<file path="config.mk">
export PLATFORM = sky130hd
export DESIGN_NAME = mult_div_unit_flat
export DESIGN_NICKNAME = d
export VERILOG_FILES = /design/src/rtl/mult_div_unit_if.sv /design/src/rtl/mult_div_unit.sv /design/src/flat_wrapper.sv
export SDC_FILE = /design/constraint.sdc
export NUM_CORES = 1
export LEC_CHECK = 0
export ABC_AREA = 1
export BUFFER_PORTS_ARGS = -buffer_cell sky130_fd_sc_hd__buf_2
export CAP_MARGIN = 20
export CORE_MARGIN = 1
export CORE_UTILIZATION = 29
export DETAILED_ROUTE_END_ITERATION = 7
export GPL_TIMING_DRIVEN = 0
export PLACE_DENSITY_LB_ADDON = 0.3
export SYNTH_ARGS = -nofsm -noshare
export SYNTH_HDL_FRONTEND = slang
export SYNTH_SLANG_ARGS = --single-unit
</file>
<file path="constraint.sdc">
create_clock -name clk -period 4.5 [get_ports clk]
set_input_delay 0.225 -clock clk [delete_from_list [all_inputs] [get_ports clk]]
set_output_delay 0.225 -clock clk [all_outputs]
set_load 0.01 [all_outputs]
</file>
<file path="src/rtl/mult_div_unit_if.sv">
// mult_div_unit_if: operand, MTHI/MTLO and result bundle for the iterative multiply/divide unit.
interface mult_div_unit_if #(parameter int WIDTH = 32);
    logic             start;
    logic [1:0]       op;
    logic [WIDTH-1:0] src_a;
    logic [WIDTH-1:0] src_b;
    logic             wr_hi;
    logic             wr_lo;
    logic [WIDTH-1:0] wr_data;
    logic             busy;
    logic             done;
    logic             div_by_zero;
    logic [WIDTH-1:0] hi;
    logic [WIDTH-1:0] lo;
    modport master (output start, op, src_a, src_b, wr_hi, wr_lo, wr_data,
                    input busy, done, div_by_zero, hi, lo);
    modport slave (input start, op, src_a, src_b, wr_hi, wr_lo, wr_data,
                   output busy, done, div_by_zero, hi, lo);
endinterface

</file>
<file path="src/rtl/mult_div_unit.sv">
// mult_div_unit: one-bit-per-cycle MULT/MULTU/DIV/DIVU with HI/LO registers.
module mult_div_unit #(parameter int WIDTH = 32) (
    input logic clk,
    input logic rst_n,
    mult_div_unit_if.slave bus
);
    localparam int CW = $clog2(WIDTH) + 1;
    localparam logic [CW-1:0] LAST = CW'(WIDTH - 1);
    typedef enum logic [1:0] {IDLE, RUN, DONE} state_t;
    state_t state_q, state_d;
    logic [2*WIDTH-1:0] acc_q, acc_d, step, prod;
    logic [WIDTH-1:0] b_q, b_d, hi_q, hi_d, lo_q, lo_d, abs_a, abs_b, quo, rem;
    logic [CW-1:0] cnt_q, cnt_d;
    logic div_q, div_d, neg_q, neg_d, rneg_q, rneg_d, dz_q, dz_d;
    logic a_neg, b_neg, div_ok;
    logic [WIDTH:0] mul_sum, div_tr, div_diff;
    always_ff @(posedge clk or negedge rst_n) begin
        if (!rst_n) begin
            state_q <= IDLE;
            acc_q   <= '0;
            b_q     <= '0;
            cnt_q   <= '0;
            div_q   <= 1'b0;
            neg_q   <= 1'b0;
            rneg_q  <= 1'b0;
            dz_q    <= 1'b0;
            hi_q    <= '0;
            lo_q    <= '0;
        end else begin
            state_q <= state_d;
            acc_q   <= acc_d;
            b_q     <= b_d;
            cnt_q   <= cnt_d;
            div_q   <= div_d;
            neg_q   <= neg_d;
            rneg_q  <= rneg_d;
            dz_q    <= dz_d;
            hi_q    <= hi_d;
            lo_q    <= lo_d;
        end
    end
    // Working register holds {partial product, multiplier} or {remainder, dividend/quotient}
    always_comb begin
        a_neg    = ~bus.op[0] & bus.src_a[WIDTH-1];
        b_neg    = ~bus.op[0] & bus.src_b[WIDTH-1];
        abs_a    = a_neg ? -bus.src_a : bus.src_a;
        abs_b    = b_neg ? -bus.src_b : bus.src_b;
        mul_sum  = {1'b0, acc_q[2*WIDTH-1:WIDTH]} + (acc_q[0] ? {1'b0, b_q} : '0);
        div_tr   = {acc_q[2*WIDTH-1:WIDTH], acc_q[WIDTH-1]};
        div_diff = div_tr - {1'b0, b_q};
        div_ok   = ~div_diff[WIDTH];
        step     = div_q ? {div_ok ? div_diff[WIDTH-1:0] : div_tr[WIDTH-1:0], acc_q[WIDTH-2:0], div_ok}
                         : {mul_sum, acc_q[WIDTH-1:1]};
        prod     = neg_q ? -step : step;
        quo      = neg_q ? -step[WIDTH-1:0] : step[WIDTH-1:0];
        rem      = rneg_q ? -step[2*WIDTH-1:WIDTH] : step[2*WIDTH-1:WIDTH];
        state_d  = state_q;
        acc_d    = acc_q;
        b_d      = b_q;
        cnt_d    = cnt_q;
        div_d    = div_q;
        neg_d    = neg_q;
        rneg_d   = rneg_q;
        dz_d     = 1'b0;
        hi_d     = hi_q;
        lo_d     = lo_q;
        if (state_q == RUN) begin
            acc_d = step;
            cnt_d = cnt_q + CW'(1);
            if (cnt_q == LAST) begin
                state_d = DONE;
                hi_d    = div_q ? rem : prod[2*WIDTH-1:WIDTH];
                lo_d    = div_q ? quo : prod[WIDTH-1:0];
            end
        end else if (bus.start) begin
            div_d   = bus.op[1];
            neg_d   = a_neg ^ b_neg;
            rneg_d  = a_neg;
            acc_d   = {{WIDTH{1'b0}}, abs_a};
            b_d     = abs_b;
            cnt_d   = '0;
            dz_d    = bus.op[1] && bus.src_b == '0;
            state_d = dz_d ? DONE : RUN;
        end else begin
            state_d = IDLE;
            hi_d    = bus.wr_hi ? bus.wr_data : hi_q;
            lo_d    = bus.wr_lo ? bus.wr_data : lo_q;
        end
    end
    assign bus.busy        = state_q == RUN;
    assign bus.done        = state_q == DONE;
    assign bus.div_by_zero = dz_q;
    assign bus.hi          = hi_q;
    assign bus.lo          = lo_q;
endmodule

</file>
<file path="src/flat_wrapper.sv">
// flat-port wrapper written by rule: the top's interface ports become plain ports
module mult_div_unit_flat 
#(parameter int WIDTH = 32)
  (clk, rst_n, bus_start, bus_op, bus_src_a, bus_src_b, bus_wr_hi, bus_wr_lo, bus_wr_data, bus_busy, bus_done, bus_div_by_zero, bus_hi, bus_lo);
  mult_div_unit_if #(.WIDTH(WIDTH)) bus_i ();
  input logic clk;
  input logic rst_n;
  input wire logic [$bits(bus_i.start)-1:0] bus_start;
  input wire logic [$bits(bus_i.op)-1:0] bus_op;
  input wire logic [$bits(bus_i.src_a)-1:0] bus_src_a;
  input wire logic [$bits(bus_i.src_b)-1:0] bus_src_b;
  input wire logic [$bits(bus_i.wr_hi)-1:0] bus_wr_hi;
  input wire logic [$bits(bus_i.wr_lo)-1:0] bus_wr_lo;
  input wire logic [$bits(bus_i.wr_data)-1:0] bus_wr_data;
  output wire logic [$bits(bus_i.busy)-1:0] bus_busy;
  output wire logic [$bits(bus_i.done)-1:0] bus_done;
  output wire logic [$bits(bus_i.div_by_zero)-1:0] bus_div_by_zero;
  output wire logic [$bits(bus_i.hi)-1:0] bus_hi;
  output wire logic [$bits(bus_i.lo)-1:0] bus_lo;
  assign bus_i.start = bus_start;
  assign bus_i.op = bus_op;
  assign bus_i.src_a = bus_src_a;
  assign bus_i.src_b = bus_src_b;
  assign bus_i.wr_hi = bus_wr_hi;
  assign bus_i.wr_lo = bus_wr_lo;
  assign bus_i.wr_data = bus_wr_data;
  assign bus_busy = bus_i.busy;
  assign bus_done = bus_i.done;
  assign bus_div_by_zero = bus_i.div_by_zero;
  assign bus_hi = bus_i.hi;
  assign bus_lo = bus_i.lo;
  mult_div_unit #(.WIDTH(WIDTH)) u_core (.clk(clk), .rst_n(rst_n), .bus(bus_i));
endmodule
</file>
-- After elaboration in Yosys (flattened, before gate mapping)
Cells that the tools add are included.
- register bits after elaboration: 172
- logic and storage cells: 65
- $add $sub $neg: 8
- eq/ne operators: 5
- muxes and demuxes: 28
- bitwise logic cells: 6
- reduce and logical (&&, ||, !) cells: 8
- operators with widths (kind ; count):
    $mux 32 ; 16
    $mux 64 ; 4
    $neg 32->32 ; 4
    $neg 64->64 ; 1
    $add 32x33->33 ; 1
    $sub 33x32->33 ; 1
    $logic_not 32->1 ; 1
    $mux 6 ; 2
    $mux 2 ; 4
    $add 6x1->6 const B ; 1
    $eq 6x5->1 const B ; 1
    $reduce_and 3->1 ; 2
    $reduce_bool 2->1 ; 3
    $ne 2x1->1 const B ; 2
    $not 1->1 ; 3
    $and 1x1->1 ; 2
    $eq 2x1->1 const B ; 1
    $eq 2x2->1 const B ; 1
    $mux 1 ; 2
    $reduce_and 2->1 ; 1
    $logic_and 1x1->1 ; 1
    $xor 1x1->1 ; 1

-- Depth between registers and ports, before layout
- word-level depth: 8
- mapped depth: 37
- gate-level depth less buffers: 36

-- Worst setup path before layout
OpenSTA, ideal clock, no wires.
- path kind: reg-to-reg
- start point: register u_core.b_q[0]
- end point: register u_core.hi_q[30], in the netlist u_core.bus.hi[30]
- setup time: 122 ps
- data arrival time: 3995 ps
- data required time: 4378 ps
- setup slack: 382 ps
- stages on the path, launching flop included: 37
- buffers on the path: 1
- clock period less this slack: 4118 ps
- cell sequence: dfrtp_1 -> ha_1 -> fa_1 -> inv_1 -> nand2_1 -> nand2_1 -> nand3_1 -> nand2_2 -> nand2_2 -> nand2_2 -> nand2_4 -> nand2_4 -> nand2_4 -> nand3_4 -> buf_6 -> nand2_1 -> inv_1 -> ha_1 -> inv_1 -> nor2_1 -> nand3_1 -> clkinv_1 -> nand2_1 -> nor2_2 -> nand2_1 -> nor2_1 -> nand2_1 -> nand2_1 -> nand2_1 -> a211oi_2 -> nand3_2 -> nor2_2 -> nand2_1 -> nand2_1 -> nand2_1 -> nand3_1 -> a21oi_1
- cells in the longest elaborated chain, start to end: 8
- RTL lines (item ; RTL line ; source):
    start: declaration ; mult_div_unit.sv:12 ; logic [WIDTH-1:0] b_q, b_d, hi_q, hi_d, lo_q, lo_d, abs_a, abs_b, quo, rem;
    start signal: assignment ; mult_div_unit.sv:21 ; b_q <= '0;
    start signal: assignment ; mult_div_unit.sv:32 ; b_q <= b_d;
    $mux 32 / $sub 33x32->33 (equally long branches) ; mult_div_unit.sv:48, mult_div_unit.sv:50 ;
    $add 32x33->33 (tied with other cells) ; mult_div_unit.sv:48 ; mul_sum = {1'b0, acc_q[2*WIDTH-1:WIDTH]} + (acc_q[0] ? {1'b0, b_q} : '0);
    $mux 64 (*) ; mult_div_unit.sv:52 ; step = div_q ? {div_ok ? div_diff[WIDTH-1:0] : div_tr[WIDTH-1:0], acc_q[WIDTH-2:0], div_ok}
    $neg 64->64 / $neg 32->32 (equally long branches) ; mult_div_unit.sv:54, mult_div_unit.sv:56 ;
    $mux 64 / $mux 32 (equally long branches) ; mult_div_unit.sv:54, mult_div_unit.sv:56 ;
    $mux 32 (*) ; mult_div_unit.sv:72 ; hi_d = div_q ? rem : prod[2*WIDTH-1:WIDTH];
    $mux 32 (*) ; mult_div_unit.sv:70 ; if (cnt_q == LAST) begin
    $mux 32 (*) ; mult_div_unit.sv:67 ; if (state_q == RUN) begin
    end signal: assignment ; mult_div_unit.sv:38 ; hi_q <= hi_d;
    end: declaration ; mult_div_unit.sv:12 ;
Mark *: on every way between the ends. The rest lies on a longest branch, timed or not. The select of a mux whose other input is x is not followed.
A chain may end at the register's enable or synchronous reset.

-- Worst setup path after layout
- start point: register u_core.acc_q[36]
- end point: register u_core.hi_q[30], in the netlist u_core.bus.hi[30]
- cells in the longest elaborated chain, start to end: 8
- RTL lines (item ; RTL line ; source):
    start: declaration ; mult_div_unit.sv:11 ; logic [2*WIDTH-1:0] acc_q, acc_d, step, prod;
    start signal: assignment ; mult_div_unit.sv:20 ; acc_q <= '0;
    start signal: assignment ; mult_div_unit.sv:31 ; acc_q <= acc_d;
    $sub 33x32->33 ; mult_div_unit.sv:50 ; div_diff = div_tr - {1'b0, b_q};
    $mux 32 / $not 1->1 (equally long branches) ; mult_div_unit.sv:52, mult_div_unit.sv:51 ;
    $mux 64 (*) ; mult_div_unit.sv:52 ;
    $neg 64->64 / $neg 32->32 (equally long branches) ; mult_div_unit.sv:54, mult_div_unit.sv:56 ;
    $mux 64 / $mux 32 (equally long branches) ; mult_div_unit.sv:54, mult_div_unit.sv:56 ;
    $mux 32 (*) ; mult_div_unit.sv:72 ;
    $mux 32 (*) ; mult_div_unit.sv:70 ;
    $mux 32 (*) ; mult_div_unit.sv:67 ;
Marks and branches as above.

==> reports/qor.csv <==
stage;metric;value;unit
synth;gate count of the mapped netlist;2984;
synth;Yosys top cell area share;24.29;%
sta;Fin. Hold Viols;0;
global_routing;met2 Use GR;40.06;%
synth;Async SR Flop Fraction;100.0;%
place;routability cong.;1.002;
critical_path;Max stage delay on crit path;0.51;ns
synth;Syn Area/Cell;5.938;sq um
routing;WL/cell;19.46;microns
global_routing;total global routing overflow;0;
critical_path;WS Path Type;reg2reg;
synth;synth cell count leaders;nand2_1 (885), inv_1 (431), nor2_1 (393);
global_routing;met3 GRT Util;2.926;%
synth;post-synth top area cell;dfrtp_1;
sta;Slew Viols, Final;0;
floorplan;Die ar.;62090;sq um
hold_path;Hold WC Path Type;in2reg;
cells_and_area;area grow syn2layout;16.62;%
cells_and_area;Layout Cells excl Fill;3993;
critical_path;reg2reg end;u_core.bus.hi[30];
floorplan;FP Rows;90;
critical_path;Max FO, Critical Path;8;
clock_network;clk slew on worst S/H paths;0.08;ns
sta;Slew @ Worst Pin;1.051;ns
synth;Mapped Area;17720;sq um
critical_path;Critical-path top delay cell;dfrtp_1;
critical_path;r2r setup slk;0.24;ns
synth;synthesized flop and latch total;172;
sta;Max Fclk;234.8;MHz
sta;fin crit period;4.259;ns
global_routing;M1 GR Usage;33.85;%
floorplan;die height;249.2;microns
clock_network;worst-skew pair later-pin latency;0.47;ns
routing;post-route ant nets;0;
synth;post-synth net total;3158;
critical_path;CP startpoint;u_core.acc_q[36];
routing;vias;20540;
sta;RSZ-0062 raised after global routing;yes;
cells_and_area;nets;3372;
critical_path;depth of the worst register-to-register path;34;
critical_path;Req. time, crit path;4.85;ns
global_routing;GR Util All Layers;24.74;%
clock_network;Clock Root Buffer;clkbuf_16;
flow_run;max_cap viols;0;
sta;clock skew;0.01985;ns
floorplan;Top Ports;170;
routing;Residual DRC;0;
synth;Ys Warns;0;
routing;vias per cell;5.143;
sta;Rel. slew slack;29.92;%
clock_network;CTS tree;yes;
place;Post-DP HPWL;64.76;mm
synth;Post-synth top flop;dfrtp_1;
routing;Total Routed Length;77.70;mm
critical_path;crit start category;register;
place;placed cells;3936;
clock_network;# H-tree levels;4;
synth;Post-synth EDFFs;0;
sta;final period utilization;94.64;%
global_routing;initial antenna violation count;0;
global_routing;first-pass GRT wire length;117.0;mm
floorplan;Core Region;60360;sq um
global_routing;largest net degree at the start of global routing;103;
critical_path;CP arrival;4.61;ns
sta;# setup viols final;0;
synth;post-synth cell types;56;
cells_and_area;layout cells sized above 1;13.30;%
clock_network;clock tree buffer depth;2;
clock_network;TritonCTS Buffers;17;
critical_path;worst reg2reg startpoint;u_core.acc_q[36];
routing;TritonRoute pass-1 iters;6;
global_routing;grt peak-use layer;met2;
place;count of input and output buffers;169;
cells_and_area;ANT cells;0;
routing;Iter 0 DRT Violations;1946;
critical_path;Worst Setup EP;u_core.bus.hi[30];
synth;top post-synthesis cells by area;dfrtp_1 (24%), nand2_1 (19%), inv_1 (9.1%);
critical_path;CP dominant cell by count;nand2_2;
synth;most common cell in the synthesized netlist;nand2_1;
global_routing;vias in the first global route;19350;
clock_network;CTS Sinks;172;
floorplan;Starting Density;29.36;%
critical_path;Setup crit end kind;register;
outcome;status;completed;
floorplan;die span in x;249.2;microns
sta;setup_tns;0;ns
synth;register area share after synthesis;24.29;%
[routing by layer]
metal	share of wire, %	vias up	wire length, microns
li1	-	10020	-
met1	45	9669	34980
met2	45	734	35150
met3	6.4	119	4995
met4	3.3	0	2572
met5	0	-	0
[critical path: cells and delay by family (launching register included)]
family / cells / cell delay, ns
and+or+nand+nor: 26 / 2.55
AOI/OAI and AO/OA: 2 / 0.28
buffers and inverters: 4 / 0.30
adders and majority gates: 2 / 0.50
DFF: 1 / 0.51
[repair_timing]
| item | in CTS | in global routing |
|---|---|---|
| setup buffers | 9 | 16 |
| endpoints found under the hold margin | 70 | 0 |
| gates cloned | 0 | 0 |
| setup endpoints to repair | 24 | 30 |
| pin swaps | 8 | 16 |
| hold buffers | 1 | 0 |
| resized for setup | 25 | 54 |
[state kept, by name, summed over array words and instances (netlist names)]
register	flops
u_core.acc_q	64
u_core.b_q	32
u_core.bus.div_by_zero	1
u_core.bus.hi	32
u_core.bus.lo	32
u_core.cnt_q	6
u_core.div_q	1
u_core.neg_q	1
u_core.rneg_q	1
u_core.state_q	2
[metrics by stage]
step           area (sq um)  worst slack, ns  hold slack [ns]  util, %
2_1_floorplan         17720           0.3822         -0.07059        -
3_3_place_gp          19540          -0.8484           0.4687    32.38
3_5_place_dp          19580          -0.8324           0.2309    32.44
4_1_cts               20350         0.008468          0.01418    33.71
5_1_grt               20660         -0.05176          0.04617    34.24
6_report              20660           0.2414          0.02764    34.24
[layout by cell type, fill, tap and decap left out, drive strengths merged, types with 8 or more instances in the layout]
cell type and count:
nand2 923, inv 446, nor2 420, nand3 240
buf 231, o21ai 192, dfrtp 172, a21oi 144
clkbuf 74, ha 69, xor2 39, nor3 34
o221ai 30, nand4 29, xnor2 24, a31oi 22
o22ai 20, nand3b 19, nor4 11, or2 8
[cell families (layout without fill, tap and decap cells)]
family                   Yosys count  in the layout  share of synthesized area [%]
AO/OA/AOI/OAI                    454            454                          14.79
XOR/XNOR                          63             63                          3.114
adder cells (fa/ha/maj)           71             71                          5.098
buffers and inverters            533            760                          11.83
flip-flops                       172            172                          24.29
AND/OR/NAND/NOR                 1691           1691                          40.88
[area by class of cell]
cell class / instances / area, sq um
flip-flops and latches: 172 / 4324
fillers: 6943 / 39690
well taps: 782 / 978.4
inverters: 440 / 1652
multi-input cells: 2279 / 11570
plain buffers: 92 / 446.7
repair buffers: 196 / 1081
clock buffers: 18 / 439.2
clock inverters: 14 / 173.9
[worst min path at each step]
| stage | end | startpoint | depth (start not counted) | slack [ns] |
|---|---|---|---|---|
| 5_1_grt | u_core.bus.hi[6] | bus_wr_data[6] | 3 | 0.05 |
| 2_1_floorplan | u_core.acc_q[0] | rst_n | 0 | -0.07 |
| 3_3_place_gp | u_core.bus.lo[19] | u_core.bus.lo[19] | 2 | 0.47 |
| 4_1_cts | u_core.div_q | bus_op[1] | 3 | 0.01 |
| 3_5_place_dp | u_core.bus.hi[17] | rst_n | 1 | 0.23 |
| 6_report | u_core.div_q | bus_op[1] | 3 | 0.03 |
Power is left out: the tool's default activity adds up to more than one toggle a clock period on the data nets, which glitch-free logic cannot reach.
